`src/rtl/shift_pkg.sv`:
```
// Shared types for the shift issue stage: out_op encodings, the six shift
// funct codes, the entry payload carried through the skid buffer and a
// small funct decoder.
package shift_pkg;

  typedef enum logic [1:0] {
    OP_SLL = 2'd0,
    OP_SRL = 2'd1,
    OP_SRA = 2'd2
  } shift_op_e;

  localparam logic [5:0] FUNCT_SLL  = 6'b000000;
  localparam logic [5:0] FUNCT_SRL  = 6'b000010;
  localparam logic [5:0] FUNCT_SRA  = 6'b000011;
  localparam logic [5:0] FUNCT_SLLV = 6'b000100;
  localparam logic [5:0] FUNCT_SRLV = 6'b000110;
  localparam logic [5:0] FUNCT_SRAV = 6'b000111;

  typedef struct packed {
    shift_op_e   op;
    logic [4:0]  shamt;
    logic [31:0] data;
    logic [4:0]  rd;
  } shift_entry_t;

  localparam int ENTRY_W = $bits(shift_entry_t);

  typedef struct packed {
    logic      legal;
    logic      var_amt;
    shift_op_e op;
  } funct_dec_t;

  // Variable forms take the amount from rs[4:0]; anything else is not a shift.
  function automatic funct_dec_t decode_funct(input logic [5:0] funct);
    funct_dec_t d;
    d = '{legal: 1'b1, var_amt: 1'b0, op: OP_SLL};
    case (funct)
      FUNCT_SLL:  d.op = OP_SLL;
      FUNCT_SRL:  d.op = OP_SRL;
      FUNCT_SRA:  d.op = OP_SRA;
      FUNCT_SLLV: begin d.op = OP_SLL; d.var_amt = 1'b1; end
      FUNCT_SRLV: begin d.op = OP_SRL; d.var_amt = 1'b1; end
      FUNCT_SRAV: begin d.op = OP_SRA; d.var_amt = 1'b1; end
      default:    d.legal = 1'b0;
    endcase
    return d;
  endfunction

endpackage

```
`src/rtl/shift_skid_buf.sv`:
```
// Two-entry valid/ready skid buffer with synchronous flush.
// The main entry drives the output; the skid entry only fills when a push
// arrives while main is held. push_ready is a flop output (skid empty).
module shift_skid_buf #(
  parameter int W = 8
) (
  input  logic         clk,
  input  logic         reset_n,
  input  logic         flush,
  input  logic         push_valid,
  output logic         push_ready,
  input  logic [W-1:0] push_data,
  output logic         pop_valid,
  input  logic         pop_ready,
  output logic [W-1:0] pop_data
);

  logic         main_valid;
  logic [W-1:0] main_data;
  logic         skid_valid;
  logic [W-1:0] skid_data;
  logic         push_fire;
  logic         main_free;

  assign push_ready = !skid_valid;
  assign push_fire  = push_valid && push_ready;
  // Main can take new content when empty or draining this cycle.
  assign main_free  = !main_valid || pop_ready;
  assign pop_valid  = main_valid;
  assign pop_data   = main_data;

  // Entry storage: skid refills main first, otherwise input goes straight to main.
  always_ff @(posedge clk or negedge reset_n) begin
    if (!reset_n) begin
      main_valid <= 1'b0;
      main_data  <= '0;
      skid_valid <= 1'b0;
      skid_data  <= '0;
    end else if (flush) begin
      main_valid <= 1'b0;
      skid_valid <= 1'b0;
    end else if (main_free) begin
      if (skid_valid) begin
        main_valid <= 1'b1;
        main_data  <= skid_data;
        skid_valid <= 1'b0;
      end else if (push_fire) begin
        main_valid <= 1'b1;
        main_data  <= push_data;
      end else begin
        main_valid <= 1'b0;
      end
    end else if (push_fire) begin
      skid_valid <= 1'b1;
      skid_data  <= push_data;
    end
  end

endmodule

```
`src/rtl/shift_issue_stage.sv`:
```
// ID/EX issue stage for the shift datapath: decodes the six shift functts,
// resolves the shift amount, and hands a normalised op to execute through a
// two-entry skid buffer. Non-shift functs are consumed and flagged on
// `illegal` one cycle later.
// Optional macro SHIFT_ISSUE_FWD_EN: writeback data bypasses the register-file
// read values for rs/rt at capture time.
module shift_issue_stage
  import shift_pkg::*;
#(
  parameter int CNT_W = 16
) (
  input  logic             clk,
  input  logic             reset_n,
  input  logic             flush,
  input  logic             in_valid,
  output logic             in_ready,
  input  logic [5:0]       in_funct,
  input  logic [4:0]       in_shamt,
  input  logic [4:0]       in_rs_addr,
  input  logic [4:0]       in_rt_addr,
  input  logic [4:0]       in_rd_addr,
  input  logic [31:0]      in_rs_val,
  input  logic [31:0]      in_rt_val,
  input  logic             wb_we,
  input  logic [4:0]       wb_addr,
  input  logic [31:0]      wb_data,
  output logic             out_valid,
  input  logic             out_ready,
  output logic [1:0]       out_op,
  output logic [4:0]       out_shamt,
  output logic [31:0]      out_data,
  output logic [4:0]       out_rd,
  output logic             illegal,
  output logic [CNT_W-1:0] shift_cnt
);

  funct_dec_t          dec;
  logic [4:0]          rs_amt;
  logic [31:0]         rt_eff;
  shift_entry_t        in_entry;
  shift_entry_t        out_entry;
  logic [ENTRY_W-1:0]  pop_bits;
  logic                in_fire;
  logic                out_fire;
  logic                illegal_q;
  logic [CNT_W-1:0]    cnt_q;

  assign dec = decode_funct(in_funct);

`ifdef SHIFT_ISSUE_FWD_EN
  logic fwd_rs;
  logic fwd_rt;
  logic unused_rs_hi;

  assign fwd_rs = wb_we && (wb_addr != 5'd0) && (wb_addr == in_rs_addr);
  assign fwd_rt = wb_we && (wb_addr != 5'd0) && (wb_addr == in_rt_addr);

  // Bypass writeback data over stale register-file reads.
  always_comb begin
    rs_amt = fwd_rs ? wb_data[4:0] : in_rs_val[4:0];
    rt_eff = fwd_rt ? wb_data : in_rt_val;
  end

  assign unused_rs_hi = ^in_rs_val[31:5];
`else
  logic unused_fwd;

  // Register-file values used as read.
  always_comb begin
    rs_amt = in_rs_val[4:0];
    rt_eff = in_rt_val;
  end

  assign unused_fwd = ^{wb_we, wb_addr, wb_data, in_rs_addr, in_rt_addr,
                        in_rs_val[31:5]};
`endif

  // Build the normalised payload; only rs[4:0] matters for variable shifts.
  always_comb begin
    in_entry       = '0;
    in_entry.op    = dec.op;
    in_entry.shamt = dec.var_amt ? rs_amt : in_shamt;
    in_entry.data  = rt_eff;
    in_entry.rd    = in_rd_addr;
  end

  // Illegal functs still complete the input handshake but are never enqueued.
  shift_skid_buf #(
    .W (ENTRY_W)
  ) u_skid (
    .clk        (clk),
    .reset_n    (reset_n),
    .flush      (flush),
    .push_valid (in_valid && dec.legal),
    .push_ready (in_ready),
    .push_data  (in_entry),
    .pop_valid  (out_valid),
    .pop_ready  (out_ready),
    .pop_data   (pop_bits)
  );

  assign out_entry = pop_bits;
  assign out_op    = out_entry.op;
  assign out_shamt = out_entry.shamt;
  assign out_data  = out_entry.data;
  assign out_rd    = out_entry.rd;

  assign in_fire  = in_valid && in_ready;
  assign out_fire = out_valid && out_ready;

  // One-cycle pulse for a consumed non-shift funct; a flush squashes it.
  always_ff @(posedge clk or negedge reset_n) begin
    if (!reset_n) illegal_q <= 1'b0;
    else          illegal_q <= in_fire && !dec.legal && !flush;
  end

  assign illegal = illegal_q;

  // Saturating count of output transfers; a flush in the same cycle still counts.
  always_ff @(posedge clk or negedge reset_n) begin
    if (!reset_n)                       cnt_q <= '0;
    else if (out_fire && cnt_q != '1)   cnt_q <= cnt_q + 1'b1;
  end

  assign shift_cnt = cnt_q;

endmodule

```
`config.mk`:
```
export PLATFORM = sky130hd
export DESIGN_NAME = shift_issue_stage
export DESIGN_NICKNAME = d
export VERILOG_FILES = /design/src/rtl/shift_pkg.sv /design/src/rtl/shift_skid_buf.sv /design/src/rtl/shift_issue_stage.sv
export SDC_FILE = /design/constraint.sdc
export NUM_CORES = 1
export LEC_CHECK = 0
export BUFFER_PORTS_ARGS = -buffer_cell sky130_fd_sc_hd__buf_2
export CAP_MARGIN = 20
export CORE_UTILIZATION = 49
export CTS_CLUSTER_DIAMETER = 120
export DETAILED_ROUTE_END_ITERATION = 7
export GPL_TIMING_DRIVEN = 0
export MAX_ROUTING_LAYER = met4
export PLACE_DENSITY_LB_ADDON = 0.12
export SLEW_MARGIN = 20
export SYNTH_ARGS = -nofsm -noshare
export SYNTH_HDL_FRONTEND = slang
export SYNTH_SLANG_ARGS = --single-unit
```
`constraint.sdc`:
```
create_clock -name clk -period 2.32 [get_ports clk]
set_input_delay 0.116 -clock clk [delete_from_list [all_inputs] [get_ports clk]]
set_output_delay 0.116 -clock clk [all_outputs]
set_load 0.005 [all_outputs]
```
==> out/qor_table.md, run 1 <==
| Result | Value |
| --- | --- |
| Number of cells in the design after placement | 603 |
| Post-synth cell types | 32 |
| Area enclosed by the die boundary | 10370 um2 |
| Count of flip-flops with a built-in enable after synthesis | 0 |
| Number of buffers added on ports | 120 |
| Number of top-level pins | 196 |
| Fraction of registers with async set or reset after synthesis | 100.0% |
| Final setup violation count | 0 |
| Global route overflow | 0 |
| Sequential share of the synthesized area | 54.83% |
| Count of synthesis-stage warnings from yosys | 0 |
| Count of cells resized by post-cts repair | 0 |
| FP Rows | 36 |
| Max-Cap Viols | 0 |
| Post-DRT Antenna Nets | 0 |
| Routed wirelength normalized by instance count | 15.01 um |
| Residual DRC count | 0 |
| Maximum clock frequency | 514.9 MHz |
| Number of cells in the finished layout apart from fillers | 655 |
| Most used flip-flop cell after synthesis | dfrtp_1 |
| Setup Skew | 0.01270 ns |
| Element type at the critical path end | register |
| Area share of the leading cell type in the synthesized netlist | 54.83% |
| Clock transition at the register clock pins on the worst setup and hold paths after CTS | 0.09 ns |
| Outcome | complete, no violations |
| Min-delay worst type | in2reg |
| Peak fanout along the critical path | 10 |
| Design Area, Final | 6243 um2 |
| Initial core utilization | 50.19% |
| Cell area after synthesis | 4883 um2 |
| Final layout net count | 654 |
| Top-count cell post-synth | mux2_2 |
| Post-route clock period utilization | 83.71% |
| Worst setup slack before clock tree synthesis | 0.3666 ns |
| GRT Overall Usage | 20.75% |
| Routed WL | 9832 um |
| Post-Synthesis Cells | 349 |
| Initial antenna violation count | 0 |
| Hold WS | 0.03031 ns |
| Worst slew margin relative to its limit | 52.13% |
| CTS buffer count | 9 |
| Post-detailed-route via-to-cell ratio | 5.099 |
| Number of levels in the clock H-tree | 3 |
| Total inserted antenna cells | 0 |
| Wire length of the first global-routing pass | 16040 um |
| GPL Wtd Cong | 0.8065 |
| Clock Latency Late Sink | 0.36 ns |
| Violation count after the first detailed-routing iteration | 44 |
| Final worst-path setup slack | 0.3779 ns |
| Vias after detailed routing | 3340 |
| Startpoint types | register |
| Post-Synthesis Mean Instance Area | 13.99 um2 |
| Startpoint-to-endpoint class of the critical path | reg2reg |
| Die Width | 101.8 um |
| Cell taking the most area after synthesis | dfrtp_1 |
| Maximum number of pins on one net before global-route repair | 61 |
| Endpoint required time on the critical path | 2.57 ns |
| Syn Nets | 483 |
| Detailed-placement wirelength estimate | 6884 um |
| Hold-fix buffer count after cts | 39 |
| Total Power | 3.897 mW |
| Die Ht | 101.8 um |
| Clock tree from TritonCTS | built |
| First-pass iteration count of the detailed router | 4 |
| Placeable core region | 9729 um2 |
| Leakage dissipation | 3.110 nW |
| Synthesis-stage register bit count | 107 |
| Number of sinks on the clock net | 107 |
| Transition time of the tightest slew-check pin | 0.7181 ns |
| Max IR drop VDD | 0.4016 mV |
| Maximum root-to-sink buffer count | 2 |
| Post-detailed-placement cell area | 5684 um2 |
| Area growth from synthesis to final layout | 27.85% |
| P per Cell Area | 624.2 nW/um2 |
| Root buffer cell | clkbuf_8 |
| Layout cell share with drive strength beyond 1 | 50.96% |
| Cell types occupying the most area after synthesis | dfrtp_1 55%, mux2_2 27%, mux2i_1 4.3% |
| Via count of the first global-routing pass | 3292 |
| Crit path time final | 1.942 ns |
| Final Slew Violations | 0 |
| Arrival time at the worst endpoint | 2.19 ns |
| Unrepaired setup endpoints after global routing | no |
| Postcts setup bufs | 0 |
| Number of hold violations in the final report | 0 |
| Most used standard cells in the synthesized netlist | 119 x mux2_2, 107 x dfrtp_1, 21 x mux2i_1 |
[cell families after synthesis]
kind of cell,count (synthesis),share of synthesized area (%)
multiplexers,140,31.74
buffers and inverters,19,2.203
AND/OR/NAND/NOR,54,6.303
AO/OA/AOI/OAI,14,2.152
flip-flops,107,54.83
XOR/XNOR,14,2.511
adder cells (fa/ha/maj),1,0.2562
[worst paths after layout]
path,from,end,slack [ns],cells after the start
min in group asynchronous,reset_n,shift_cnt[6],0.25,2
worst min register to register,u_skid.pop_data[34],u_skid.pop_data[34],0.51,1
max in group asynchronous,reset_n,u_skid.pop_data[32],1.43,3
worst max register to register,u_skid.skid_valid,u_skid.pop_data[10],0.38,4
worst max-delay path,u_skid.skid_valid,u_skid.pop_data[10],0.38,4
worst min-delay path,in_valid,illegal,0.03,3
[through the flow]
stage | TNS, ns | utilization (%)
final | 0 | 64.17
after global routing | 0 | 64.17
after CTS | 0 | 64.17
after detailed placement | 0 | 58.42
after global placement | -11.97 | 58.08
after floorplan | 0 | -
[worst max-delay path, cell delays in order, from the launching register on]
cell and delay [ns]:
dfrtp_1 0.34, buf_2 0.24, buf_1 0.58, mux2_2 0.41, mux2_2 0.27
[layout by cell type (no fill, tap or decap), types with 5 or more instances in the layout]
cell type	Yosys	final
buf_2	4	123
mux2_2	119	119
dfrtp_1	107	107
dlygate4sd3_1	0	39
mux2i_1	21	21
nand2_1	14	14
xnor2_1	9	9
clkbuf_8	0	9
nand3_1	7	7
nor2_1	6	6
nand4_1	6	6
buf_6	4	5
xor2_1	5	5
o21ai_0	5	5
[metal layers]
metal / global-route usage (%) / up-vias / share of wire [%]
li1: - / 1593 / -
met1: 26.83 / 1658 / 47
met2: 32.54 / 79 / 48
met3: 3.762 / 10 / 4.3
met4: 8.242 / 0 / 0.95
met5: - / - / 0
[state kept, by name, summed over array words and instances, names as in the netlist]
signal / cells
shift_cnt: 16
u_skid.skid_data: 44
u_skid.skid_valid: 1
u_skid.pop_valid: 1
illegal: 1
u_skid.pop_data: 44
[final cells by class]
class / instances / area, um2
Timing Repair Buffer: 160 / 1025
Sequential cell: 107 / 2678
Fill cell: 793 / 3486
Tap cell: 133 / 166.4
Inverter: 3 / 11.26
Clock inverter: 4 / 45.04
Multi-Input combinational cell: 223 / 2098
Clock buffer: 9 / 123.9
Buffer: 16 / 96.34
[power by group]
group	leakage (nW)	total (mW)	internal, mW	switching (mW)
sequential	1.43	2.18	2.07	0.111
clock	0.0906	1.07	0.477	0.596
combinational	1.59	0.647	0.396	0.251
No activity file was read; power rests on OpenSTA's default activity.
==> inputs of run 2 (changes only) <==
--- a/config.mk
+++ b/config.mk
@@ -5,9 +5,10 @@
 export SDC_FILE = /design/constraint.sdc
 export NUM_CORES = 1
 export LEC_CHECK = 0
+export ABC_AREA = 1
 export BUFFER_PORTS_ARGS = -buffer_cell sky130_fd_sc_hd__buf_2
 export CAP_MARGIN = 20
-export CORE_UTILIZATION = 49
+export CORE_UTILIZATION = 44
 export CTS_CLUSTER_DIAMETER = 120
 export DETAILED_ROUTE_END_ITERATION = 7
 export GPL_TIMING_DRIVEN = 0
==> constraint.sdc (replaced) <==
create_clock -name clk -period 1.7 [get_ports clk]
set_input_delay 0.085 -clock clk [delete_from_list [all_inputs] [get_ports clk]]
set_output_delay 0.085 -clock clk [all_outputs]
set_load 0.005 [all_outputs]
==> run 2 against run 1 <==
Compared with the run above:
- combinational power up 62%
- setup slack got worse by 0.26 ns
- synthesized cell count is 72% higher
- maximum frequency rose by 23%
- wire length grew 26%
- count of clock-buffer cells in the layout rose by 2
- flip-flop and latch count unchanged
- cell count grew 39%
- global-route usage increased by 1.9 points
- largest cell class unchanged
==> out/qor_table.md, run 2 <==
| Result | Value | Delta |
| --- | --- | --- |
| Placeable core region | 11080 um2 | was 9729 um2 |
| Sequential share of the synthesized area | 52.59% | was 54.83% |
| Number of fill cells | 1063 | was 793 |
| Outcome | complete, no violations | unchanged |
| Area share of the leading cell type in the synthesized netlist | 52.59% | was 54.83% |
| Most used standard cells in the synthesized netlist | 254 x nand2_1, 107 x dfrtp_1, 58 x o21ai_0 | was 119 x mux2_2, 107 x dfrtp_1, 21 x mux2i_1 |
| Post-DRT Antenna Nets | 0 | unchanged |
| Highest-delay cell along the critical path | dfrtp_2 | was buf_1 |
| FP Rows | 38 | was 36 |
| R2r setup slk | 0.12 ns | was 0.38 ns |
| Final layout net count | 897 | was 654 |
| Element type at the critical path end | register | unchanged |
| Unrepaired setup endpoints after global routing | no | unchanged |
| Via count of the first global-routing pass | 4256 | was 3292 |
| Syn Nets | 735 | was 483 |
| Min-delay worst type | in2reg | unchanged |
| Mux cell area share after synthesis | 4.915% | was 31.74% |
| Peak fanout along the critical path | 10 | unchanged |
| Die Width | 109.6 um | was 101.8 um |
| Post-detailed-route via-to-cell ratio | 4.892 | was 5.099 |
| Synth Area in XOR/XNOR | 1.548% | was 2.511% |
| Adder-cell share of the synthesized area | 0.2458% | was 0.2562% |
| GRT Overall Usage | 22.65% | was 20.75% |
| Top Family by Delay on Critical Path | simple AND/OR/NAND/NOR gates | was buffers and inverters |
| Stage delay of the slowest cell on the critical path | 0.40 ns | was 0.58 ns |
| Most common library cell in the layout ignoring fill and taps | nand2_1 | was buf_2 |
| Startpoint types | register | unchanged |
| Top-count cell post-synth | nand2_1 | was mux2_2 |
| Routed WL | 12390 um | was 9832 um |
| Worst slew margin relative to its limit | 57.67% | was 52.13% |
| Final Slew Violations | 0 | unchanged |
| Violation count after the first detailed-routing iteration | 271 | was 44 |
| Detailed-placement wirelength estimate | 8730 um | was 6884 um |
| Worst Hold End | u_skid.skid_data[11] | was illegal |
| Number of levels in the clock H-tree | 3 | unchanged |
| Clock Latency Late Sink | 0.35 ns | was 0.36 ns |
| Clock transition at the register clock pins on the worst setup and hold paths after CTS | 0.07 ns | was 0.09 ns |
| Launching point of the worst reg2reg path | shift_cnt[0] | was u_skid.skid_valid |
| Most used flip-flop cell after synthesis | dfrtp_1 | unchanged |
| Number of cells in the design after placement | 862 | was 603 |
| Initial antenna violation count | 1 | was 0 |
| Number of cells on the worst reg-to-reg path | 10 | was 4 |
| Synthesis-stage register bit count | 107 | unchanged |
| Number of sinks on the clock net | 107 | unchanged |
| Maximum number of pins on one net before global-route repair | 58 | was 61 |
| Area growth from synthesis to final layout | 28.16% | was 27.85% |
| GPL Wtd Cong | 0.8103 | was 0.8065 |
| Endpoint required time on the critical path | 1.94 ns | was 2.57 ns |
| Max IR drop VDD | 0.7428 mV | was 0.4016 mV |
| Global route overflow | 0 | unchanged |
| Area enclosed by the die boundary | 12000 um2 | was 10370 um2 |
| Number of hold violations in the final report | 0 | unchanged |
| CTS buffer count | 9 | unchanged |
| Met3 WL | 522 um | was 425 um |
| Total Power | 6.289 mW | was 3.897 mW |
| Cell area after synthesis | 5091 um2 | was 4883 um2 |
| Startpoint-to-endpoint class of the critical path | reg2reg | unchanged |
| Total met2 wirelength after detailed routing | 5820 um | was 4723 um |
| Maximum clock frequency | 632.1 MHz | was 514.9 MHz |
| Uppermost routed layer | met4 | unchanged |
| Post-synth cell types | 26 | was 32 |
| First-pass iteration count of the detailed router | 6 | was 4 |
| Routed wirelength normalized by instance count | 13.63 um | was 15.01 um |
| Number of top-level pins | 196 | unchanged |
| Number of cells in the finished layout apart from fillers | 909 | was 655 |
| Post-Synthesis Cells | 601 | was 349 |
| Post-Synthesis Mean Instance Area | 8.471 um2 | was 13.99 um2 |
| Crit path cell chain | ha_4, nand2_2, nor2_4, nand3_2, nand2_2, nand2_2, buf_6, buf_6, nand2_1, nand2_1 | was buf_2, buf_1, mux2_2, mux2_2 |
| Final setup violation count | 0 | unchanged |
| Source of the worst hold timing path | in_rt_val[6] | was in_valid |
| P per Cell Area | 963.8 nW/um2 | was 624.2 nW/um2 |
| Layout cell share with drive strength beyond 1 | 24.61% | was 50.96% |
| Post-route clock period utilization | 93.07% | was 83.71% |
| Wire length the detailed router placed on met1 | 5882 um | was 4591 um |
| Endpoint of the worst register-to-register path | shift_cnt[3] | was u_skid.pop_data[10] |
| Residual DRC count | 0 | unchanged |
| Arrival time at the worst endpoint | 1.82 ns | was 2.19 ns |
| Die Ht | 109.6 um | was 101.8 um |
| Max-Cap Viols | 0 | unchanged |
| Fraction of registers with async set or reset after synthesis | 100.0% | unchanged |
| Top library cells by usage in the layout, fill and taps aside | 254 x nand2_1, 125 x buf_2, 105 x dfrtp_1 | was 123 x buf_2, 119 x mux2_2, 107 x dfrtp_1 |
| Root buffer cell | clkbuf_16 | was clkbuf_8 |
| Share of synthesized cell area in and, or, nand and nor gates | 26.15% | was 6.303% |
| Crit path time final | 1.582 ns | was 1.942 ns |
| Cell types occupying the most area after synthesis | dfrtp_1 53%, nand2_1 19%, o21ai_0 5.7% | was dfrtp_1 55%, mux2_2 27%, mux2i_1 4.3% |
| Hold depth | 3 | unchanged |
| Vias after detailed routing | 4447 | was 3340 |
| Combinational family with the most area after synthesis | simple AND/OR/NAND/NOR gates | was multiplexers |
| Count of flip-flops with a built-in enable after synthesis | 0 | unchanged |
| CP most frequent cell | nand2_2 | was mux2_2 |
| Count of synthesis-stage warnings from yosys | 0 | unchanged |
| WP buf/inv | 2 | unchanged |
| Setup Skew | 0.006789 ns | was 0.01270 ns |
| Initial core utilization | 45.96% | was 50.19% |
| Transition time of the tightest slew-check pin | 0.6350 ns | was 0.7181 ns |
| Leakage dissipation | 3.523 nW | was 3.110 nW |
| Wire length of the first global-routing pass | 20470 um | was 16040 um |
| Clock tree from TritonCTS | built | unchanged |
| Maximum root-to-sink buffer count | 2 | unchanged |
| Cell taking the most area after synthesis | dfrtp_1 | unchanged |
| Number of buffers added on ports | 120 | unchanged |
| Share of the synthesized area in compound gates (AO/OA/AOI/OAI) | 7.864% | was 2.152% |
## run 2: final cells by class
type	instances	area, um2	area share (%)
diodes	1	2.502	0.03835
repair buffers	151	932.1	14.29
clock inverters	5	60.06	0.9204
multi-input cells	424	2086	31.97
plain buffers	26	178.9	2.742
clock buffers	11	242.7	3.720
inverters	44	167.7	2.570
flip-flops and latches	107	2680	41.07
well taps	140	175.2	2.685
## run 2: worst reg2reg max path, cell delays in order (launching register included)
cell     delay [ns]
dfrtp_2        0.40
ha_4           0.18
nand2_2        0.08
nor2_4         0.19
nand3_2        0.10
nand2_2        0.07
nand2_2        0.05
buf_6          0.14
buf_6          0.14
nand2_1        0.07
nand2_1        0.06
## run 2: worst max path at each step
| stage | end | cells after the start | slack (ns) | startpoint |
|---|---|---|---|---|
| CTS | shift_cnt[13] | 10 | 0.03 | shift_cnt[0] |
| detailed placement | shift_cnt[13] | 10 | -0.05 | shift_cnt[0] |
| global route | shift_cnt[13] | 10 | 0.0004 | shift_cnt[1] |
| finish | shift_cnt[3] | 10 | 0.12 | shift_cnt[0] |
| global placement | u_skid.pop_data[8] | 1 | -0.70 | reset_n |
| floorplan | shift_cnt[13] | 10 | 0.15 | shift_cnt[0] |
## run 2: repair_timing
| action | 4_1_cts | 5_1_grt |
|---|---|---|
| gates resized for setup | 3 | 10 |
| endpoints found under the setup margin | 11 | 41 |
| hold endpoints to repair | 84 | 0 |
| buffers inserted | 0 | 1 |
| hold buffers | 29 | 0 |
## run 2: metal layers
metal,vias to the layer above,global-route usage [%]
met5,-,-
met4,0,8.095
met3,10,2.964
met2,112,35.44
met1,2098,30.31
li1,2227,-
## run 2: power by group
group	internal [mW]	leakage [nW]	total [mW]	switching (mW)
Clock	1.19	0.146	2.13	0.945
Sequential	2.87	1.42	3.11	0.240
Combinational	0.520	1.96	1.05	0.529
Total	4.58	3.52	6.29	1.71
## run 2: cell families after synthesis
logic type,after synthesis
fa+ha+maj,1
flops,107
xor+xnor,9
simple gates,318
buf+inv,70
mux,25
compound gates,71
## run 2: per-stage QoR
step | util (%) | instance area, um2 | hold slack (ns) | TNS (ns) | setup slack [ns]
2_1_floorplan | - | 5091 | -0.2106 | 0 | 0.1496
3_3_place_gp | 52.96 | 5867 | 0.3008 | -74.35 | -0.7001
4_1_cts | 58.66 | 6499 | 0.001725 | 0 | 0.03367
5_1_grt | 58.90 | 6525 | 0.01479 | 0 | 0.0004381
6_report | 58.90 | 6525 | 0.008551 | 0 | 0.1179
3_5_place_dp | 53.26 | 5901 | 0.09342 | -0.4246 | -0.05459
==> inputs of run 3 (changes only) <==
--- a/config.mk
+++ b/config.mk
@@ -13,7 +13,7 @@
 export DETAILED_ROUTE_END_ITERATION = 7
 export GPL_TIMING_DRIVEN = 0
 export MAX_ROUTING_LAYER = met4
-export PLACE_DENSITY_LB_ADDON = 0.12
+export PLACE_DENSITY_LB_ADDON = 0.05
 export SLEW_MARGIN = 20
 export SYNTH_ARGS = -nofsm -noshare
 export SYNTH_HDL_FRONTEND = slang
==> run 3 against run 2 <==
Compared with the run above:
- critical endpoint is now shift_cnt[1]
- highest routed layer unchanged
- flip-flop and latch count is the same
- clock power grew 2%
- setup slack improved by 0.011 ns
- die area stayed put
- cell count is 0.88% higher
- via count barely moved
- core utilization grew 0.87 points
- register-to-register slack barely moved
==> out/qor_table.md, run 3 (synthesis gave the netlist of run 2 again) <==
| Result | Value | Delta |
| --- | --- | --- |
| Final layout net count | 906 | was 897 |
| Highest-delay cell along the critical path | dfrtp_2 | unchanged |
| Internal power of the cells | 4.567 mW | was 4.575 mW |
| Final setup violation count | 0 | unchanged |
| Post-DRT Antenna Nets | 0 | unchanged |
| Maximum root-to-sink buffer count | 2 | unchanged |
| Peak fanout along the critical path | 10 | unchanged |
| Most common library cell in the layout ignoring fill and taps | nand2_1 | unchanged |
| Global route overflow | 0 | unchanged |
| Maximum clock frequency | 636.5 MHz | was 632.1 MHz |
| Endpoint required time on the critical path | 1.94 ns | about the same |
| Initial core utilization | 45.96% | unchanged |
| Maximum number of pins on one net before global-route repair | 63 | was 58 |
| WP buf/inv | 2 | unchanged |
| Routed WL | 12490 um | was 12390 um |
| Placeable core region | 11080 um2 | unchanged |
| Vias after detailed routing | 4443 | was 4447 |
| Number of top-level pins | 196 | unchanged |
| Arrival time at the worst endpoint | 1.81 ns | was 1.82 ns |
| Startpoint types | register | unchanged |
| Top library cells by usage in the layout, fill and taps aside | 254 x nand2_1, 125 x buf_2, 105 x dfrtp_1 | unchanged |
| Root buffer cell | clkbuf_16 | unchanged |
| Clock tree from TritonCTS | built | unchanged |
| GPL Wtd Cong | 0.8083 | was 0.8103 |
| Worst slew margin relative to its limit | 56.64% | was 57.67% |
| Number of levels in the clock H-tree | 3 | unchanged |
| Detailed-placement wirelength estimate | 8648 um | was 8730 um |
| Worst setup slack before clock tree synthesis | -0.07418 ns | was -0.05459 ns |
| Number of hold violations in the final report | 0 | unchanged |
| Post-detailed-route via-to-cell ratio | 4.845 | was 4.892 |
| Number of sinks on the clock net | 107 | unchanged |
| Total inserted antenna cells | 0 | was 1 |
| Final Slew Violations | 0 | unchanged |
| Combinational share of power | 16.8% | was 16.7% |
| CP most frequent cell | nand2_2 | unchanged |
| Number of cells in the finished layout apart from fillers | 917 | was 909 |
| Final worst-path setup slack | 0.1290 ns | was 0.1179 ns |
| Top Family by Delay on Critical Path | simple AND/OR/NAND/NOR gates | unchanged |
| Element type at the critical path end | register | unchanged |
| Transition time of the tightest slew-check pin | 0.6503 ns | was 0.6350 ns |
| Violation count after the first detailed-routing iteration | 263 | was 271 |
| P per Cell Area | 960.5 nW/um2 | was 963.8 nW/um2 |
| Crit path cell chain | ha_4, nand2_2, nor2_4, nand3_2, nand2_2, nand2_2, buf_6, buf_6, nand2_1, nand2_1 | unchanged |
| Number of cells in the design after placement | 862 | unchanged |
| Die Width | 109.6 um | unchanged |
| Stage delay of the slowest cell on the critical path | 0.41 ns | was 0.40 ns |
| Max-Cap Viols | 0 | unchanged |
| Total Power | 6.360 mW | was 6.289 mW |
| Part of the total power dissipated in the clock network | 34.2% | was 33.9% |
| Residual DRC count | 0 | unchanged |
| First-pass iteration count of the detailed router | 4 | was 6 |
| Setup Skew | 0.008500 ns | was 0.006789 ns |
| Startpoint-to-endpoint class of the critical path | reg2reg | unchanged |
| Leakage dissipation | 3.567 nW | was 3.523 nW |
| Initial antenna violation count | 0 | was 1 |
| Post-route clock period utilization | 92.41% | was 93.07% |
| Number of buffers added on ports | 120 | unchanged |
| GRT Overall Usage | 23.20% | was 22.65% |
| Outcome | complete, no violations | unchanged |
| Clock Latency Late Sink | 0.36 ns | was 0.35 ns |
| FP Rows | 38 | unchanged |
| Wire length of the first global-routing pass | 20690 um | was 20470 um |
| Number of fill cells | 1019 | was 1063 |
| Clock transition at the register clock pins on the worst setup and hold paths after CTS | 0.07 ns | about the same |
| P_sw | 1.793 mW | was 1.714 mW |
| Area enclosed by the die boundary | 12000 um2 | unchanged |
| Setup_tns | 0 ns | unchanged |
| Crit path time final | 1.571 ns | was 1.582 ns |
| Max IR drop VDD | 0.6526 mV | was 0.7428 mV |
| Unrepaired setup endpoints after global routing | no | unchanged |
| Area growth from synthesis to final layout | 30.06% | was 28.16% |
| Min-delay worst type | in2reg | unchanged |
| Die Ht | 109.6 um | unchanged |
| Layout cell share with drive strength beyond 1 | 24.71% | was 24.61% |
| Sequential power share | 48.9% | was 49.4% |
| Via count of the first global-routing pass | 4239 | was 4256 |
| Hold WS | 0.005340 ns | was 0.008551 ns |
| Switching portion of total power | 28.19% | was 27.25% |
| CTS buffer count | 9 | unchanged |
| Routed wirelength normalized by instance count | 13.62 um | was 13.63 um |
run 3: changes by cell type in the layout (fill, tap and decap cells not counted):
cell           delta
clkbuf_8          -1
diode_2           -1
clkinv_2          -1
clkbuf_2          +2
dlygate4sd3_1     +9
clkbuf_1          -3
inv_8             +1
clkinv_4          +2
run 3: worst register-to-register path: cells and delay by family, from the launching register on:
kind	cells	cell delay, ns
adders and majority gates	1	0.18
buffers and inverters	2	0.28
DFF	1	0.41
and+or+nand+nor	7	0.60
run 3: path summary, 6_finish.rpt:
kind / cells after the start / start / end / slack, ns
max in group asynchronous: 3 / reset_n / shift_cnt[0] / 0.82
hold / removal: 3 / in_rd_addr[1] / u_skid.skid_data[1] / 0.005
setup reg to reg: 10 / shift_cnt[1] / shift_cnt[1] / 0.13
setup / recovery: 10 / shift_cnt[1] / shift_cnt[1] / 0.13
min in group asynchronous: 2 / reset_n / u_skid.pop_data[17] / 0.21
hold reg to reg: 2 / u_skid.skid_data[34] / u_skid.skid_data[34] / 0.47
run 3: per-layer routing:
layer / GRT usage (%) / part of all wire [%]
met5: - / 0
met1: 31.39 / 49
met4: 7.238 / 1.2
met2: 35.35 / 47
met3: 4.505 / 3.6
run 3: metrics by stage:
step / utilization, % / instance area, um2
final: 59.77 / 6621
after global routing: 59.77 / 6621
after CTS: 59.45 / 6586
after detailed placement: 53.26 / 5901
after global placement: 52.96 / 5867
after floorplan: - / 5091
run 3: cell type report:
class                           count  area, um2  area share, %
Buffer                             26      181.4          2.740
Clock buffer                        9      225.2          3.401
Clock inverter                      7      83.83          1.266
Inverter                           44      167.7          2.532
Multi-Input combinational cell    424       2086          31.50
Sequential cell                   107       2680          40.48
Tap cell                          140      175.2          2.646
Timing Repair Buffer              160       1022          15.44
run 3: power by group through the flow:
stage | Clock, mW | Combinational, mW | Sequential [mW]
3_3_place_gp | 0 | 0.936 | 3.14
5_1_grt | 2.35 | 1.24 | 3.15
6_report | 2.18 | 1.07 | 3.11
4_1_cts | 2.23 | 1.05 | 3.11
3_5_place_dp | 0 | 0.973 | 3.15
2_1_floorplan | 0 | 0.403 | 3.15
run 3: what timing repair did:
action	4_1_cts	5_1_grt
gates resized for setup	4	12
hold buffers	37	1
endpoints found under the hold margin	81	1
setup buffers	0	1
setup endpoints to repair	13	39
pin swaps	0	1
